[config.mk]
export PLATFORM = sky130hd
export DESIGN_NAME = path_sequencer
export DESIGN_NICKNAME = d
export VERILOG_FILES = /design/src/rtl/path_sequencer.sv
export SDC_FILE = /design/constraint.sdc
export NUM_CORES = 1
export LEC_CHECK = 0
export CAP_MARGIN = 20
export CORE_MARGIN = 4
export CORE_UTILIZATION = 30
export DETAILED_ROUTE_END_ITERATION = 16
export GPL_TIMING_DRIVEN = 1
export HOLD_SLACK_MARGIN = 0.08
export MAX_ROUTING_LAYER = met4
export PLACE_DENSITY_LB_ADDON = 0.12
export SETUP_SLACK_MARGIN = 0.15
export SLEW_MARGIN = 20
export SYNTH_ARGS = -nofsm -noshare
export SYNTH_HDL_FRONTEND = slang
export SYNTH_SLANG_ARGS = --single-unit
[constraint.sdc]
create_clock -name CLK -period 3.9 [get_ports CLK]
set_clock_uncertainty 0.2 [all_clocks]
set_input_delay 0.975 -clock CLK [delete_from_list [all_inputs] [get_ports CLK]]
set_output_delay 0.975 -clock CLK [all_outputs]
set_load 0.01 [all_outputs]
[src/rtl/path_sequencer.sv]
`default_nettype none
// ============================================================================
// Module   : path_sequencer
// Brief    : Steps through a small program of {COMMAND, PATH, DISTANCE}
//            entries, handing one entry at a time to the navigation
//            controller and advancing on each NEXT_FLAG rising edge.
//            A per-step watchdog timer forces a FAULT if the controller
//            stalls; an all-zero COMMAND byte marks the end of the program.
// Revision : 1.0 - initial release
// ============================================================================
module path_sequencer #(
  parameter int STEPS   = 16,
  parameter int TIMEOUT = 50000000
) (
  input  logic        CLK,
  input  logic        RST_N,
  input  logic        START,
  input  logic        ABORT,
  input  logic        WR_EN,
  input  logic [3:0]  WR_ADDR,
  input  logic [23:0] WR_DATA,
  input  logic        NEXT_FLAG,
  output logic [7:0]  COMMAND,
  output logic [7:0]  PATH,
  output logic [7:0]  COMPARE_DISTANCE,
  output logic [1:0]  RUN_FLAG,
  output logic [3:0]  STEP,
  output logic        BUSY
);

  typedef enum logic [2:0] {
    ST_IDLE  = 3'd0,
    ST_FETCH = 3'd1,
    ST_ISSUE = 3'd2,
    ST_RUN   = 3'd3,
    ST_DONE  = 3'd4,
    ST_FAULT = 3'd5
  } state_t;

  localparam logic [3:0]  c_LAST_STEP    = 4'(STEPS - 1);
  localparam logic [4:0]  c_DEPTH        = 5'(STEPS);
  localparam logic [31:0] c_TIMEOUT_LAST = 32'(TIMEOUT - 1);
  localparam logic [1:0]  c_FLAG_IDLE    = 2'b00;
  localparam logic [1:0]  c_FLAG_RUN     = 2'b01;
  localparam logic [1:0]  c_FLAG_DONE    = 2'b10;
  localparam logic [1:0]  c_FLAG_FAULT   = 2'b11;

  state_t      r_state;
  state_t      w_state_nxt;
  logic [23:0] r_mem [STEPS];
  logic [23:0] r_entry;
  logic [3:0]  r_step;
  logic [3:0]  w_step_nxt;
  logic [7:0]  r_cmd;
  logic [7:0]  w_cmd_nxt;
  logic [7:0]  r_path;
  logic [7:0]  w_path_nxt;
  logic [7:0]  r_dist;
  logic [7:0]  w_dist_nxt;
  logic [1:0]  r_flag;
  logic [1:0]  w_flag_nxt;
  logic [31:0] r_timer;
  logic [31:0] w_timer_nxt;
  logic        r_start;
  logic        r_nf;
  logic        r_nf_q;
  logic        w_rise;
  logic        w_timeout;
  logic        w_marker;
  logic        w_can_load;
  logic        w_can_start;

  // The program may only change while nothing is executing it.
  assign w_can_load  = (r_state == ST_IDLE) || (r_state == ST_DONE) ||
                       (r_state == ST_FAULT);
  // START is only meaningful where a run can begin; FAULT needs ABORT first.
  assign w_can_start = (r_state == ST_IDLE) || (r_state == ST_DONE);
  // Rise seen between the two edge-register stages, so a level held high
  // across FETCH/ISSUE never looks like a fresh completion.
  assign w_rise      = r_nf & ~r_nf_q;
  assign w_timeout   = (r_timer == c_TIMEOUT_LAST);
  assign w_marker    = (r_entry[23:16] == 8'h00);

  // State register.
  always_ff @(posedge CLK or negedge RST_N) begin
    if (!RST_N) begin
      r_state <= ST_IDLE;
    end else begin
      r_state <= w_state_nxt;
    end
  end

  // Next state and next values of the step outputs, step pointer and timer.
  always_comb begin
    w_state_nxt = r_state;
    w_step_nxt  = r_step;
    w_cmd_nxt   = r_cmd;
    w_path_nxt  = r_path;
    w_dist_nxt  = r_dist;
    w_flag_nxt  = r_flag;
    w_timer_nxt = r_timer;
    if (ABORT) begin
      w_state_nxt = ST_IDLE;
      w_step_nxt  = '0;
      w_cmd_nxt   = '0;
      w_path_nxt  = '0;
      w_dist_nxt  = '0;
      w_flag_nxt  = c_FLAG_IDLE;
      w_timer_nxt = '0;
    end else begin
      case (r_state)
        ST_IDLE, ST_DONE: begin
          if (r_start) begin
            w_state_nxt = ST_FETCH;
            w_step_nxt  = '0;
            w_cmd_nxt   = '0;
            w_path_nxt  = '0;
            w_dist_nxt  = '0;
            w_flag_nxt  = c_FLAG_IDLE;
          end
        end
        ST_FETCH: begin
          w_state_nxt = ST_ISSUE;
        end
        ST_ISSUE: begin
          if (w_marker) begin
            w_state_nxt = ST_DONE;
            w_cmd_nxt   = '0;
            w_path_nxt  = '0;
            w_dist_nxt  = '0;
            w_flag_nxt  = c_FLAG_DONE;
          end else begin
            w_state_nxt = ST_RUN;
            w_cmd_nxt   = r_entry[23:16];
            w_path_nxt  = r_entry[15:8];
            w_dist_nxt  = r_entry[7:0];
            w_flag_nxt  = c_FLAG_RUN;
            w_timer_nxt = '0;
          end
        end
        ST_RUN: begin
          // A completion edge outranks a timeout landing on the same cycle.
          if (w_rise) begin
            if (r_step == c_LAST_STEP) begin
              w_state_nxt = ST_DONE;
              w_cmd_nxt   = '0;
              w_path_nxt  = '0;
              w_dist_nxt  = '0;
              w_flag_nxt  = c_FLAG_DONE;
            end else begin
              w_state_nxt = ST_FETCH;
              w_step_nxt  = r_step + 4'd1;
            end
          end else if (w_timeout) begin
            w_state_nxt = ST_FAULT;
            w_cmd_nxt   = '0;
            w_path_nxt  = '0;
            w_dist_nxt  = '0;
            w_flag_nxt  = c_FLAG_FAULT;
          end else begin
            w_timer_nxt = r_timer + 32'd1;
          end
        end
        ST_FAULT: begin
          w_state_nxt = ST_FAULT;
        end
        default: begin
          w_state_nxt = ST_IDLE;
          w_step_nxt  = '0;
          w_cmd_nxt   = '0;
          w_path_nxt  = '0;
          w_dist_nxt  = '0;
          w_flag_nxt  = c_FLAG_IDLE;
          w_timer_nxt = '0;
        end
      endcase
    end
  end

  // Step outputs, pointer and watchdog timer.
  always_ff @(posedge CLK or negedge RST_N) begin
    if (!RST_N) begin
      r_step  <= '0;
      r_cmd   <= '0;
      r_path  <= '0;
      r_dist  <= '0;
      r_flag  <= c_FLAG_IDLE;
      r_timer <= '0;
    end else begin
      r_step  <= w_step_nxt;
      r_cmd   <= w_cmd_nxt;
      r_path  <= w_path_nxt;
      r_dist  <= w_dist_nxt;
      r_flag  <= w_flag_nxt;
      r_timer <= w_timer_nxt;
    end
  end

  // START capture (ABORT wins) and the two-stage NEXT_FLAG edge register.
  always_ff @(posedge CLK or negedge RST_N) begin
    if (!RST_N) begin
      r_start <= 1'b0;
      r_nf    <= 1'b0;
      r_nf_q  <= 1'b0;
    end else begin
      r_start <= START & ~ABORT & w_can_start;
      r_nf    <= NEXT_FLAG;
      r_nf_q  <= r_nf;
    end
  end

  // Program memory writes; the whole array clears on reset.
  always_ff @(posedge CLK or negedge RST_N) begin
    if (!RST_N) begin
      for (int i = 0; i < STEPS; i++) begin
        r_mem[i] <= '0;
      end
    end else if (WR_EN && w_can_load && ({1'b0, WR_ADDR} < c_DEPTH)) begin
      r_mem[WR_ADDR] <= WR_DATA;
    end
  end

  // Registered read of the entry at the current step during FETCH.
  always_ff @(posedge CLK or negedge RST_N) begin
    if (!RST_N) begin
      r_entry <= '0;
    end else if (r_state == ST_FETCH) begin
      r_entry <= r_mem[r_step];
    end
  end

  assign COMMAND          = r_cmd;
  assign PATH             = r_path;
  assign COMPARE_DISTANCE = r_dist;
  assign RUN_FLAG         = r_flag;
  assign STEP             = r_step;
  assign BUSY             = (r_state == ST_FETCH) || (r_state == ST_ISSUE) ||
                            (r_state == ST_RUN);

endmodule
`default_nettype wire
# == Word level (Yosys, flattened, before mapping) ==
# Index checks and enable logic that the tools add are counted.
# totals
register_bits,476
latchBits,0
mem_bits_rw,0
rom_bits,0
input_bits,34
mem_count,0
# op_classes
add_sub_neg,2
mul,0
n_div,0
order_cmp,3
eq_ne,18
n_shift,0
mux,43
bitwise_logic,7
reduce_logical,16
# op_table
op,n
384-bit bitwise mux,1
32-bit 2-to-1 mux,4
24-bit binary-select mux with 4-bit select,1
24-bit demux with 4-bit select,1
32-bit case mux with 3 select lines,1
8-bit case mux with 4 select lines,3
8-bit 2-to-1 mux,10
24-bit 2-to-1 mux,3
"32-bit by 1-bit adder with 32-bit output, second input constant",1
"32-bit by 26-bit == test with 1-bit output, second input constant",1
3-bit 2-to-1 mux,6
"3-bit inequality test, second input constant",6
4-bit 2-to-1 mux,4
3-bit case mux with 5 select lines,1
2-bit 2-to-1 mux,6
4-bit case mux with 3 select lines,1
4-bit AND reduction,3
"5-bit >= comparator, second input constant",2
4-bit NOT with 5-bit output,2
8-bit zero test,1
"4-bit inequality test, second input constant",2
2-bit case mux with 4 select lines,1
"3-bit by 2-bit == test with 1-bit output, second input constant",2
"3-bit == test, second input constant",2
14 further kinds,24

# == Depth between registers and ports, before layout ==
# logic_depth
depth_word,6
ltp_mapped,9

# == Least setup slack after synthesis ==
# OpenSTA, ideal clock, no wires.
# synth_path
path_kind,input to register
startpoint,in ABORT
endpoint,reg r_timer[15]
arrival_time_ns,2.396
required_time_ns,3.613
slack_ns,1.217
cell_stages,7
n_path_buf,2
cell_sequence,nor4b_1 -> clkbuf_1 -> a31oi_1 -> o21ai_1 -> clkbuf_1 -> o21ai_0 -> o211ai_1
# synth_between
elab_chain_cells,2
word_cells_on_any_way,6
classes_between,eq/ne: 4; mux: 1; reduce/logical: 1
# synth_rtl
element,line_no,rtl
from (decl),18,"input logic ABORT,"
3-bit inequality test (no source line) or 2-bit by 1-bit inequality test with 1-bit output (tied branches),--,
4-bit AND reduction (no source line),--,
to (signal assigned),195,r_timer <= w_timer_nxt;
to (decl),62,logic [31:0] r_timer;
# Several ways; a longest one is shown, not always the timed one.
# A chain may end at the register's enable or synchronous reset.

# == Worst setup path in the final report ==
# layout_path
startpoint,reg r_state[0]
endpoint,out BUSY
# layout_between
elab_chain_cells,3
word_cells_on_any_way,5
classes_between,eq/ne: 3; reduce/logical: 2
# layout_rtl
element,line_no,rtl
from (decl),48,state_t r_state;
from (signal assigned),89,r_state <= w_state_nxt;
3-bit by 1-bit == test with 1-bit output or 3-bit by 2-bit == test with 1-bit output (tied branches),237,assign BUSY = (r_state == ST_FETCH) || (r_state == ST_ISSUE) ||
1-bit logical OR,237,
1-bit logical OR (*),237,
to (decl),28,output logic BUSY
# Mark *: on every way between the ends. The rest lies on a longest branch, timed or not.

==> flow_summary.json <==
{
  "start_kind": "register",
  "synthCells": 1576,
  "peakVddDrop_mv": 0.331,
  "fillCellCount": 6891,
  "grt_max_degree": 78,
  "slew_headroom": 0.347,
  "p_leak_nw": 10.6,
  "ys.flop_type": "dfrtp_1",
  "clock_sinks": 476,
  "dp.cells": 2534,
  "grt_antenna_before_repair": 7,
  "synth_common_cells": "dfrtp_1 (476), mux2_2 (397), mux4_2 (72)",
  "routed_wirelength_microns": 60800,
  "end_kind": "output pin",
  "cts_setup_buffers": 0,
  "drv_cap": 0,
  "dpl_cell_area_sq_mm": 0.0241,
  "min_path_type": "input pin to asynchronous set/reset pin",
  "ioPinCount": 65,
  "die_w_microns": 278,
  "seq_area_sq_mm": 0.0119,
  "powerDensity_mw_per_mm2": 685,
  "grt_first_pass_wirelength_microns": 94600,
  "cts_hold_buf": 0,
  "hold_violations": 0,
  "cts_tree": "yes",
  "die_h_microns": 278,
  "cts-resized-gates": 0,
  "yosysTopAreaCellShare": 0.543,
  "dp_hpwl_microns": 38400,
  "seq_area_frac_synth": 0.543,
  "drive_gt1_frac": 0.398,
  "synth_top_cell_by_area": "dfrtp_1",
  "row_count": 98,
  "grt_usage": 0.162,
  "vias": 13600,
  "synth_edf_count": 0,
  "wl_per_cell_microns": 23.0,
  "rsz0062_at_grt": "no",
  "fin_crit_ns": 3.36,
  "min_period_over_period": 0.861,
  "outcome": "finished clean",
  "finalInstanceArea_sq_mm": 0.0260,
  "syn-cell-area_sq_mm": 0.0219,
  "synth-seq-cells": 476,
  "cp.required_ns": 2.72,
  "drc": 0,
  "multi_input_area_sq_mm": 0.00953,
  "fin_setup_tns_ns": 0,
  "drt_iter0_drc": 732,
  "syn-mean-instance-area_sq_um": 13.9,
  "clk_pin_slew_worst_paths_ns": 0.06,
  "synth.most_common_cell": "dfrtp_1",
  "syn-num-nets": 1612,
  "grt_pass1_vias": 14600,
  "fmax_mhz": 298,
  "r2r_cells": 6,
  "synth.distinct_cells": 62,
  "async_reset_ff_frac": 1.00,
  "initial_core_util": 0.305,
  "worstSetupPathType": "register to output pin",
  "critPathMaxFanout": 14,
  "ctsLongestPathBuffers": 3,
  "cts_root_buffer": "clkbuf_16",
  "core_sq_mm": 0.0720,
  "setup_viol": 0,
  "htreeDepth": 2,
  "io_buffers": 64,
  "syn_to_final_growth_pct": 18.5,
  "finalNetCount": 1678,
  "tightest_slew_ns": 0.970,
  "yosys_warnings": 0,
  "clk_latency_ns": 0.63,
  "numCtsBuffers": 56,
  "power_w": 0.0178,
  "stdcell_count": 2642,
  "report.final.slew_viol_count": 0,
  "dr.pass1.iters": 5,
  "cp.arrival_ns": 2.18,
  "vias_per_cell": 5.17,
  "ant_nets": 0,
  "place_congestion": 0.794,
  "synthTopCellsByArea": "dfrtp_1 (54%), mux2_2 (20%), mux4_2 (7.4%), mux2i_1 (2.7%), buf_2 (1.2%)",
  "fp.dieArea_sq_mm": 0.0775,
  "overflow": 0
}
-- cell families after synthesis --
kind of cell    Yosys count  share of synthesized area
flops                   476                      0.543
mux                     529                      0.305
simple gates            231                     0.0587
buf+inv                 139                     0.0274
fa+ha+maj                 2                    0.00114
compound gates          199                     0.0645
-- through the flow --
stage | util | setup WS (ns) | hold WS, ns
after floorplan | - | 1.22 | 0.168
after global placement | 0.334 | 0.456 | 0.267
after detailed placement | 0.334 | 0.432 | 0.242
after CTS | 0.361 | 0.481 | 0.140
after global routing | 0.361 | 0.430 | 0.185
final | 0.361 | 0.542 | 0.142
-- metal layers --
layer | share of wire | GRT usage | vias to the layer above
met2 | 0.47 | 0.257 | 227
li1 | - | - | 6068
met5 | 0 | - | -
met4 | 0.024 | 0.0438 | 0
met1 | 0.46 | 0.217 | 7264
met3 | 0.040 | 0.0284 | 89
-- power breakdown --
part           switching, W  internal (W)  leakage, nW  total, W
combinational       0.00165       0.00261         3.70   0.00426
sequential          0.00107       0.00707         6.01   0.00814
clock               0.00214       0.00327        0.944   0.00541
total               0.00485        0.0130         10.6    0.0178
-- cells in the final DEF (no fill, tap or decap), types with 23 or more instances in the layout --
cell type	instances
nand2_1	55
o21ai_0	43
nor2_1	23
buf_4	58
clkdlybuf4s50_1	63
mux4_2	72
dfrtp_1	472
o22ai_1	24
mux2i_1	60
nor2b_1	27
clkbuf_16	56
mux2_2	397
a22o_1	25
nand3_1	29
o31ai_1	23
-- final cells by class --
type / count / share of cell area
Multi-Input combinational cell: 961 / 0.367
Sequential cell: 476 / 0.459
Timing Repair Buffer: 138 / 0.0539
Clock inverter: 20 / 0.0109
Tap cell: 950 / 0.0457
Inverter: 9 / 0.00130
Clock buffer: 83 / 0.0624
Antenna cell: 5 / 0.000481
-- worst max-delay path: stages, from the launching register on --
cell and delay (ns):
dfrtp_1 0.60, nor2_1 0.14, nor2_1 0.24, clkdlybuf4s50_1 0.59
-- flip-flops by register name, indices dropped and copies added (netlist names) --
| name | flops |
|---|---|
| RUN_FLAG | 2 |
| r_nf | 1 |
| r_start | 1 |
| COMPARE_DISTANCE | 8 |
| STEP | 4 |
| r_nf_q | 1 |
| COMMAND | 8 |
| r_timer | 32 |
| r_entry | 24 |
| r_state | 3 |
| r_mem | 384 |
| PATH | 8 |
-- worst paths after layout --
kind | end | start | slack [ns]
worst max register to register | r_mem[52]$_DFFE_PN0P_ | r_state[0]$_DFFE_PN0P_ | 1.04
min in group CLK | r_nf_q$_DFF_PN0_ | r_nf$_DFF_PN0_ | 0.27
worst min register to register | r_nf_q$_DFF_PN0_ | r_nf$_DFF_PN0_ | 0.27
max in group asynchronous | r_mem[195]$_DFFE_PN0P_ | RST_N | 2.45
worst min-delay path | RUN_FLAG[1]$_DFFE_PN0P_ | RST_N | 0.14
worst max-delay path | BUSY | r_state[0]$_DFFE_PN0P_ | 0.54
No activity file was read; power rests on OpenSTA's default activity.
==> RTL edit, RTL diff (same settings) <==
The 6 states of `state_t` get a Gray code encoding in 3 bits.
--- a/src/rtl/path_sequencer.sv
+++ b/src/rtl/path_sequencer.sv
@@ -31,8 +31,8 @@
   typedef enum logic [2:0] {
-    ST_IDLE  = 3'd0,
-    ST_FETCH = 3'd1,
-    ST_ISSUE = 3'd2,
-    ST_RUN   = 3'd3,
-    ST_DONE  = 3'd4,
-    ST_FAULT = 3'd5
+    ST_IDLE  = 3'b000,
+    ST_FETCH = 3'b001,
+    ST_ISSUE = 3'b011,
+    ST_RUN   = 3'b010,
+    ST_DONE  = 3'b110,
+    ST_FAULT = 3'b111
   } state_t;
Check against the original RTL: no difference found for any inputs over 4 cycles, from zero or initial values and one cycle with RST_N low; so few cycles prove little.
==> RTL edit against the unedited design <==
  * Sequential cell count unchanged
  * Count of clock-buffer cells in the layout rose by 4
  * Clock power shrank 3%
  * Synthesized area shrank 2.2%
  * Worst setup slack improved by 0.0024 ns
  * Worst hold slack gained 0.0039 ns
  * Total power shrank 17%
  * Cell area decreased by 2.5%
  * Synthesized cell count decreased by 11%
  * Routed wire length shrank 6.4%
  * Core utilization is 0.12 points lower
  * First-iteration DRC count decreased by 9.2%
==> RTL edit: results (changes against the unedited design) <==
Global routing
  • Met3 Track Usage GR: 0.0199 (-0.00853)
  • Pin count of the biggest net entering global routing: 101 (+29%)
  • Initial antenna violation count: 0 (-7)
  • Tot GR Track Use: 0.159 (-0.00375)
  • First-pass GRT wire length: 88,800 µm (-6.2%)
  • Met1 GRT Util: 0.232 (+0.0155)

Drt
  • Number of vias per cell: 5.09 (-1.4%)
  • M1 wire length: 28,200 µm (+0.55%)
  • Total Wirelength: 56,900 µm (-6.4%)
  • Routed wire length on met3: 1800 µm (-26%)
  • Initial DRC count: 665 (-9.2%)
  • Met2 Wirelength: 25,800 µm (-11%)

Yosys
  • Post-synthesis sequential area ratio: 0.556 (+0.0125)
  • Unique masters post-synth: 54 (-13%)
  • Syn_area_per_cell: 15.2 µm² (+9.3%)
  • Ranking of synthesized cells by area: dfrtp_1 56%, mux2_2 21%, mux4_2 13%

Pwr
  • Leakage: 10.4 nW (-2.0%)
  • Switching Power: 3.63 mW (-25%)

Layout
  • Post-route insts no fill: 2,455 (-7.1%)
  • Final Instance Area: 25,300 µm² (-2.5%)
  • Layout cells sized above 1: 0.458 (+0.0603)
  • Fillers: 6,737 (-2.2%)
  • Net count, final: 1,508 (-10%)

Placement
  • Dpl cell area: 23,500 µm² (-2.4%)
  • GPL Wtd Cong: 0.740 (-6.8%)
  • Pre-CTS setup slack: 0.446 ns (+0.0136 ns)
  • HPWL after DPL: 32,900 µm (-14%)
  • Placed Cells: 2,354 (-7.1%)

Status
  • Status: completed

Worst setup path
  • Max FO, Critical Path: 100 (+86)

Clock tree
  • Insertion delay to the later sink of the worst-skew pair: 0.60 ns (-0.03 ns)

Timing
  • Worst rel slew slack: 0.269 (-0.0777)
==> RTL edit: cell types whose count changed in the layout (fill, tap and decap cells not counted), sizes merged, moves of 13 or more <==
cell / before / now
a31oi: 21 / 6
nor3: 10 / 26
mux4: 72 / 120
nand3: 31 / 18
buf: 75 / 51
mux2i: 60 / 1
nand2: 56 / 33
o22ai: 24 / 1
nor2b: 27 / 3
==> RTL edit: kinds of logic after synthesis <==
logic type,count (synthesis),synth area share
multiplexers,530,0.341
flip-flops,476,0.556
AND/OR/NAND/NOR,167,0.0413
buffers and inverters,121,0.0246
AO/OA/AOI/OAI,114,0.0358
adder cells (fa/ha/maj),2,0.00117
==> RTL edit: final timing paths <==
check                           start         end  slack, ns  depth (start not counted)
min reg2reg                      r_nf      r_nf_q       0.24                          0
max in group asynchronous       RST_N  r_mem[297]       2.43                          2
max reg2reg                r_state[0]   r_mem[80]       1.04                          6
max                           STEP[1]     STEP[1]       0.54                          2
min                             RST_N  r_timer[3]       0.15                          1
min in group CLK                 r_nf      r_nf_q       0.24                          0
==> RTL edit: critical path: stages, from the launching register on <==
cell             delay (ns)
dfrtp_4                0.42
buf_12                 0.50
clkdlybuf4s50_1        0.67
==> RTL edit: layout make-up <==
class / instances / share of cell area
clock buffer: 87 / 0.0667
tap: 940 / 0.0464
multi-input combinational: 813 / 0.360
inverter: 11 / 0.00163
sequential: 476 / 0.470
clock inverter: 12 / 0.00588
timing repair buffer: 114 / 0.0492
antenna: 2 / 0.000198
==> RTL edit: power by group through the flow <==
stage	Sequential [mW]	Clock, mW	Combinational, mW
floorplan	6.81	0	1.97
global placement	7.04	0	2.49
detailed placement	7.09	0	2.56
CTS	7.00	5.42	2.57
global route	7.17	5.62	2.77
finish	7.00	5.24	2.51
